[config.mk]
export PLATFORM = sky130hd
export DESIGN_NAME = hazard_ctrl_unit
export DESIGN_NICKNAME = d
export VERILOG_FILES = /design/src/rtl/hazard_ctrl_unit.sv
export SDC_FILE = /design/constraint.sdc
export NUM_CORES = 1
export LEC_CHECK = 0
export CAP_MARGIN = 30
export CELL_PAD_IN_SITES_DETAIL_PLACEMENT = 0
export CELL_PAD_IN_SITES_GLOBAL_PLACEMENT = 2
export CORE_MARGIN = 3
export CORE_UTILIZATION = 19
export CTS_CLUSTER_SIZE = 12
export DETAILED_ROUTE_END_ITERATION = 8
export PLACE_DENSITY_LB_ADDON = 0.1
export SLEW_MARGIN = 20
export SYNTH_ARGS = -nofsm -noshare
export SYNTH_HDL_FRONTEND = slang
export SYNTH_SLANG_ARGS = --single-unit
[constraint.sdc]
create_clock -name clk -period 2 [get_ports clk]
set_input_delay 0.4 -clock clk [delete_from_list [all_inputs] [get_ports clk]]
set_output_delay 0.4 -clock clk [all_outputs]
set_load 0.01 [all_outputs]
[src/rtl/hazard_ctrl_unit.sv]
// -----------------------------------------------------------------------------
// hazard_ctrl_unit
//   Pipeline-control block for the 5-stage RISC-V core. Each cycle it decides
//   which stages advance, hold or take a bubble. It watches for load-use
//   hazards, EX-stage redirects and instruction/data memory wait states. A
//   small FSM plus a wait-timeout counter follow multi-cycle data-memory
//   stalls and latch an unrecoverable bus fault.
//
//   Parameters
//     WAIT_TIMEOUT  consecutive wait cycles (imem or dmem) before FAULT, >= 2
//     CNT_W         width of the optional performance counters
//
//   Ports
//     clk, rst                        clock, synchronous active-high reset
//     mem_do_read_ctrl_ex             EX instruction is a load
//     wr_reg_idx_ex                   EX destination register
//     r1/r2_reg_idx_id, r1/r2_used_id ID source registers and their use flags
//     redirect_ex                     taken branch / jump resolved in EX
//     imem_ready                      fetch data valid this cycle
//     dmem_req_mem, dmem_ready        MEM access request / completion
//     pc_enable                       PC load enable
//     <stage>_enable, <stage>_clear   IF/ID, ID/EX, EX/MEM, MEM/WB controls
//     bus_fault                       sticky fault flag
//     ctrl_state                      0 RUN, 1 DWAIT, 2 FAULT
//
//   Optional feature, macro HAZARD_PERF_COUNTERS_EN:
//     stall_cycles, flush_count, load_use_count (CNT_W bits, saturating).
//
//   Stage controls are combinational from state and inputs, so a stall or
//   flush acts in the same cycle the hazard is seen.
// -----------------------------------------------------------------------------
module hazard_ctrl_unit #(
    parameter int unsigned WAIT_TIMEOUT = 64,
    parameter int unsigned CNT_W        = 32
) (
    input  logic             clk,
    input  logic             rst,
    input  logic             mem_do_read_ctrl_ex,
    input  logic [4:0]       wr_reg_idx_ex,
    input  logic [4:0]       r1_reg_idx_id,
    input  logic [4:0]       r2_reg_idx_id,
    input  logic             r1_used_id,
    input  logic             r2_used_id,
    input  logic             redirect_ex,
    input  logic             imem_ready,
    input  logic             dmem_req_mem,
    input  logic             dmem_ready,
    output logic             pc_enable,
    output logic             if_id_enable,
    output logic             if_id_clear,
    output logic             id_ex_enable,
    output logic             id_ex_clear,
    output logic             ex_mem_enable,
    output logic             ex_mem_clear,
    output logic             mem_wb_enable,
    output logic             mem_wb_clear,
    output logic             bus_fault,
    output logic [1:0]       ctrl_state
`ifdef HAZARD_PERF_COUNTERS_EN
    ,
    output logic [CNT_W-1:0] stall_cycles,
    output logic [CNT_W-1:0] flush_count,
    output logic [CNT_W-1:0] load_use_count
`endif
);

    localparam int unsigned TMO_W = (WAIT_TIMEOUT > 2) ? $clog2(WAIT_TIMEOUT) : 1;
    localparam logic [TMO_W-1:0] TMO_MAX = TMO_W'(WAIT_TIMEOUT - 1);

    // Elaboration-time parameter sanity check.
    if (WAIT_TIMEOUT < 2 || CNT_W == 0) begin : g_bad_param
        $error("hazard_ctrl_unit: WAIT_TIMEOUT must be >= 2 and CNT_W >= 1");
    end

    typedef enum logic [1:0] {
        ST_RUN   = 2'd0,
        ST_DWAIT = 2'd1,
        ST_FAULT = 2'd2
    } state_e;

    state_e           state_q, state_d;
    logic [TMO_W-1:0] wcnt_q, wcnt_d;
    logic             bus_fault_q, bus_fault_d;

    logic load_use;
    logic dwait;
    logic any_wait;

    // Hazard detection. A write to x0 never creates a dependency.
    assign load_use = mem_do_read_ctrl_ex && (wr_reg_idx_ex != 5'd0) &&
                      ((r1_used_id && (r1_reg_idx_id == wr_reg_idx_ex)) ||
                       (r2_used_id && (r2_reg_idx_id == wr_reg_idx_ex)));
    assign dwait    = dmem_req_mem && !dmem_ready;
    assign any_wait = dwait || !imem_ready;

    // Next-state: FSM, wait-timeout counter and fault flag.
    always_comb begin
        state_d     = state_q;
        wcnt_d      = wcnt_q;
        bus_fault_d = bus_fault_q;
        case (state_q)
            ST_RUN, ST_DWAIT: begin
                // Timeout is judged on the count before this cycle's wait.
                if (any_wait && (wcnt_q == TMO_MAX)) begin
                    state_d = ST_FAULT;
                end else if (dwait) begin
                    state_d = ST_DWAIT;
                end else begin
                    state_d = ST_RUN;
                end
                if (!any_wait) begin
                    wcnt_d = '0;
                end else if (wcnt_q != TMO_MAX) begin
                    wcnt_d = wcnt_q + TMO_W'(1);
                end
            end
            ST_FAULT: begin
                state_d = ST_FAULT;
            end
            default: begin
                state_d = ST_RUN;
                wcnt_d  = '0;
            end
        endcase
        bus_fault_d = (state_d == ST_FAULT);
    end

    // State registers.
    always_ff @(posedge clk) begin
        if (rst) begin
            state_q     <= ST_RUN;
            wcnt_q      <= '0;
            bus_fault_q <= 1'b0;
        end else begin
            state_q     <= state_d;
            wcnt_q      <= wcnt_d;
            bus_fault_q <= bus_fault_d;
        end
    end

    // Stage controls, highest-priority cause first.
    always_comb begin
        pc_enable     = 1'b1;
        if_id_enable  = 1'b1;
        if_id_clear   = 1'b0;
        id_ex_enable  = 1'b1;
        id_ex_clear   = 1'b0;
        ex_mem_enable = 1'b1;
        ex_mem_clear  = 1'b0;
        mem_wb_enable = 1'b1;
        mem_wb_clear  = 1'b0;
        if (rst) begin
            pc_enable     = 1'b0;
            if_id_enable  = 1'b0;
            if_id_clear   = 1'b1;
            id_ex_enable  = 1'b0;
            id_ex_clear   = 1'b1;
            ex_mem_enable = 1'b0;
            ex_mem_clear  = 1'b1;
            mem_wb_enable = 1'b0;
            mem_wb_clear  = 1'b1;
        end else if (state_q == ST_FAULT) begin
            // Freeze everything, keep contents for post-mortem.
            pc_enable     = 1'b0;
            if_id_enable  = 1'b0;
            id_ex_enable  = 1'b0;
            ex_mem_enable = 1'b0;
            mem_wb_enable = 1'b0;
        end else if (dwait) begin
            // Hold up to MEM; WB retires a bubble so the stalled access
            // is not written back twice.
            pc_enable     = 1'b0;
            if_id_enable  = 1'b0;
            id_ex_enable  = 1'b0;
            ex_mem_enable = 1'b0;
            mem_wb_clear  = 1'b1;
        end else if (redirect_ex) begin
            // IF and ID hold wrong-path instructions.
            if_id_clear = 1'b1;
            id_ex_clear = 1'b1;
        end else if (load_use) begin
            // Hold PC and IF/ID for one cycle, bubble into EX.
            pc_enable    = 1'b0;
            if_id_enable = 1'b0;
            id_ex_clear  = 1'b1;
        end else if (!imem_ready) begin
            pc_enable   = 1'b0;
            if_id_clear = 1'b1;
        end
    end

    assign bus_fault  = bus_fault_q && !rst;
    assign ctrl_state = state_q;

`ifdef HAZARD_PERF_COUNTERS_EN
    logic [CNT_W-1:0] stall_q, stall_d;
    logic [CNT_W-1:0] flush_q, flush_d;
    logic [CNT_W-1:0] lu_q, lu_d;
    logic             cnt_active;

    assign cnt_active = (state_q != ST_FAULT);

    // Saturating event counters; idle while frozen in FAULT.
    always_comb begin
        stall_d = stall_q;
        flush_d = flush_q;
        lu_d    = lu_q;
        if (cnt_active) begin
            if (!pc_enable && (stall_q != '1)) begin
                stall_d = stall_q + CNT_W'(1);
            end
            if (!dwait && redirect_ex && (flush_q != '1)) begin
                flush_d = flush_q + CNT_W'(1);
            end
            if (!dwait && !redirect_ex && load_use && (lu_q != '1)) begin
                lu_d = lu_q + CNT_W'(1);
            end
        end
    end

    always_ff @(posedge clk) begin
        if (rst) begin
            stall_q <= '0;
            flush_q <= '0;
            lu_q    <= '0;
        end else begin
            stall_q <= stall_d;
            flush_q <= flush_d;
            lu_q    <= lu_d;
        end
    end

    assign stall_cycles   = stall_q;
    assign flush_count    = flush_q;
    assign load_use_count = lu_q;
`endif

endmodule

# == Word-level counts from Yosys, hierarchy flattened ==
# Index checks and enable logic that the tools add are counted.
# word_totals
register_bits,9
latchBits,0
mem_bits_rw,0
rom_bits,0
inputBits,24
output_inout_bits,12
wordCells,66
mem_count,0
# op_classes
add_sub_neg,1
n_mul,0
div,0
magnitude_cmp,0
n_eq_ne,8
shifts,0
n_mux,37
bitwise_logic,1
n_reduce_logical,16
# op_table
cell,n
two-way mux 1 bit,32
two-way mux 6 bit,2
case mux 6 bit (2 select lines),1
equality test 5 bit,2
logical AND 1 bit,7
adder 6 x 1 -> 6 bit (second input constant),1
equality test 6 bit (second input constant),1
!= test 6 bit (second input constant),1
nonzero test 5 bit,1
equality test 2 bit (second input constant),2
case mux 2 bit (2 select lines),1
logical NOT 1 bit,3
!= test 3 bit (second input constant),1
equality test 2 x 1 -> 1 bit (second input constant),1
logical NOT 2 bit,1
logical OR 1 bit,2
two-way mux 2 bit,1
AND reduction 2 bit,1
OR reduction 2 bit,1
inverter 1 bit,1

# == Depth between registers and ports, before layout ==
# logic_depth
ltp_word,9
depth_mapped,6
ltp_nobuf,6

# == Least setup slack after synthesis ==
# No wires, ideal clock.
# synth_path
kind,in2out
startpoint,input wr_reg_idx_ex[1]
endpoint,output if_id_clear
arrival_ns,1.512
t_required_ns,1.600
path_slack_ns,0.088
cell_stages,4
path_cell_list,or4_4 > o21ai_2 > nor3_1 > a221oi_1
# synth_between
elab_chain_cells,9
elab_cells_between_ends,13
# synth_rtl
element,line,text
"start, declared",39,"input logic [4:0] wr_reg_idx_ex,"
"equality test 5 bit, on equally long branches","91, 92",
"logical AND 1 bit, on equally long branches","91, 92",
logical OR 1 bit,91,((r1_used_id && (r1_reg_idx_id == wr_reg_idx_ex)) ||
logical AND 1 bit (*),90,assign load_use = mem_do_read_ctrl_ex && (wr_reg_idx_ex != 5'd0) &&
two-way mux 1 bit (*),181,end else if (load_use) begin
two-way mux 1 bit (*),177,end else if (redirect_ex) begin
two-way mux 1 bit (*),169,end else if (dwait) begin
two-way mux 1 bit (*),162,end else if (state_q == ST_FAULT) begin
two-way mux 1 bit (*),152,if (rst) begin
"end, declared",50,"output logic if_id_clear,"
# Mark *: on every way between the ends. The rest lies on a longest branch, timed or not.

# == Worst setup path after layout ==
# layout_path
startpoint,input wr_reg_idx_ex[2]
endpoint,output id_ex_clear
# layout_between
elab_chain_cells,9
elab_cells_between_ends,13
# layout_rtl
element,line,text
"equality test 5 bit, on equally long branches","91, 92",
"logical AND 1 bit, on equally long branches","91, 92",
logical OR 1 bit,91,
logical AND 1 bit (*),90,
two-way mux 1 bit (*),181,
two-way mux 1 bit (*),177,
two-way mux 1 bit (*),169,
two-way mux 1 bit (*),162,
two-way mux 1 bit (*),152,
"end, declared",52,"output logic id_ex_clear,"
# Marks and branches as above.

==> flow_summary.toml <==
[synthesis]
synth-seq-cells = 9
synth_area_um2 = 641
synth-edff-count = 0
avgSynthCellArea_um2 = 7.91
yosysSeqAreaShare_pct = 28.1
yosysUniqueCellTypes = 32
yosysWarnings = 0
synth_area_leader_cell = "dfxtp_1"
synth_top_area_share_pct = 28.1
synth_area_leaders = "dfxtp_1, xnor2_1, a21oi_1"
async_flop_share_pct = 0
netlist_instances = 81
synthFlopType = "dfxtp_1"
synth_nets = 106

[grt]
grt_max_degree = 14
grt.total_usage_pct = 10.6
grt_antenna_before_repair = 0
gr-total-overflow = 0
grt_pass1_vias = 762
grt_pass1_wl_um = 3420

[worst_setup_path]
cpLargestDelayFamily = "simple AND/OR/NAND/NOR gates"
max_stage_delay_ps = 530
end_kind = "primary output"
worst-path-max-fanout = 3
cp_slowest_cell = "or4_4"
critPathKind = "in -> out"
cp_cell_sequence = "buf_6 > or4_4 > o21ai_4 > nor3b_2 > a311o_1 > buf_2"
crit_path_start_kind = "input pin"
cp.arrival_ps = 1660
crit_required_ps = 1600
cp_num_buf_inv = 2

[floorplan]
core_mm2 = 0.00313
initial_core_util_pct = 20.5
io_pins = 36
die_area_mm2 = 0.00410
die_h_um = 64.1
die_w_um = 64.1
rows = 20

[routing]
vias_per_cell = 4.41
wl_per_cell_um = 11.8
firstDrtPassIters = 4
drtAntennaViolNets = 0
drt_iter0_drc = 49
drc = 0
wirelength_um = 2080
num_vias = 777

[cts]
clk_pin_slew_ps = 60
tritoncts = "yes"
cts_buffers = 3
clock_latency_ps = 260
clk_path_buf_depth = 2
h-tree-depth = 1
cts_hold_buffers = 0
cts_root_buf = "clkbuf_4"
clock-sinks = 9

[worst_hold_path]
min-delay-path-class = "reg -> reg"

[timing]
tightest_slew_ps = 310
final_max_slew_viol_count = 0
final.setup_skew_ps = 1.59
hold_viol_final = 0
rsz0062_at_grt = "true"
worst_slack_ps = -61.3
slew_headroom_pct = 79.3
fin_crit_ps = 2060
setup_violations = 2
fin_crit_sh_pct = 103
clock.fmax_mhz = 485
holdWs_ps = 484

[layout]
antenna_cells = 0
syn2layout_area_growth_pct = 87.9
stdcell_area_mm2 = 0.00120
seqCellArea_um2 = 180
drive_gt1_share_pct = 34.8
layout_common_cells = "buf_4, clkdlybuf4s50_1, a21oi_1, dfxtp_1, dlygate4sd2_1"
layout_commonest_cell = "buf_4"
nNetsFinal = 158
multi_input_area_um2 = 507
fill_cells = 333

[power]
leakagePower_nw = 0.531
p_per_area_mw_per_mm2 = 412
ir_drop_uv = 383

[place]
hpwl_um = 1680
port_buffers = 35
place_congestion = 0.693
dpl_cell_area_mm2 = 0.00114

[flow_run]
maxCapViolCount = 0

[outcome]
violations = "negative setup slack"
outcome = "finished with violations"
[worst paths after layout]
check / start / to / slack [ps] / cells after the start
min: wcnt_q[0]$_SDFFE_PP0P_ / wcnt_q[0]$_SDFFE_PP0P_ / 480 / 2
max reg2reg: wcnt_q[0]$_SDFFE_PP0P_ / wcnt_q[0]$_SDFFE_PP0P_ / 390 / 6
max: wr_reg_idx_ex[2] / id_ex_clear / -60 / 6
min reg2reg: wcnt_q[0]$_SDFFE_PP0P_ / wcnt_q[0]$_SDFFE_PP0P_ / 480 / 2
[cell type report]
| type | count | share of cell area, % |
|---|---|---|
| multi-input cells | 67 | 42.1 |
| repair buffers | 52 | 36.2 |
| flip-flops and latches | 9 | 15.0 |
| well taps | 44 | 4.57 |
| clock buffers | 4 | 2.18 |
[where the power goes]
part           total [mW]  internal (mW)  switching (mW)  leakage (nW)
Clock               0.144         0.0771          0.0669        0.0150
Sequential          0.186          0.183         0.00297        0.0730
Combinational       0.166         0.0984          0.0674         0.443
Total               0.496          0.358           0.137         0.531
[worst min-delay path, stage by stage, from the launching register on]
cell and delay [ps]:
dfxtp_1 330, nand2_1 60, a21oi_1 50
[cells in the mapped netlist (2+ instances only)]
cell	count
buf_4	2
a21oi_1	9
nor2b_1	4
nand4_1	2
nand3_1	3
xnor2_1	10
nand2_1	6
nand2b_1	2
and3_1	3
clkbuf_1	3
nor3_1	3
o21ai_0	2
dfxtp_1	9
nor2_1	5
[routing by layer]
layer	share of wire [%]	global-route usage, %	routed length (µm)
met5	0	0	0
met2	49	17.4	1010
met3	5.3	3.87	111
met1	46	13.0	954
met4	0	2.43	0
[stage by stage]
| step | utilization (%) | setup WS (ps) | cells | total power [mW] | TNS [ps] |
|---|---|---|---|---|---|
| 3_3_place_gp | 36.4 | -835 | 171 | 0.356 | -4710 |
| 4_1_cts | 37.3 | -91.1 | 176 | 0.499 | -169 |
| 5_1_grt | 38.5 | -100 | 176 | 0.535 | -184 |
| 6_report | 38.5 | -61.3 | 176 | 0.496 | -104 |
| 2_1_floorplan | - | 87.9 | 81 | 0.253 | 0 |
| 3_5_place_dp | 36.4 | -829 | 171 | 0.356 | -4690 |
[logic make-up after synthesis]
logic type               after synthesis  synth area share (%)
AO/OA/AOI/OAI                         22                  22.5
XOR/XNOR                              10                  13.7
flip-flops                             9                  28.1
buffers and inverters                  5                  4.10
AND/OR/NAND/NOR                       34                  29.7
adder cells (fa/ha/maj)                1                  1.95
[what timing repair did]
| item | CTS | global route |
|---|---|---|
| buffers inserted | 1 | 0 |
| gates resized for setup | 60 | 16 |
| endpoints found under the setup margin | 10 | 7 |
| pin swaps | 18 | 8 |
| cloned | 0 | 0 |
[registers in the layout, summed over array words and instances, names as in the netlist]
name,count
ctrl_state,2
wcnt_q,6
bus_fault_q,1
Note: power is estimated with default switching activity, not from simulation.
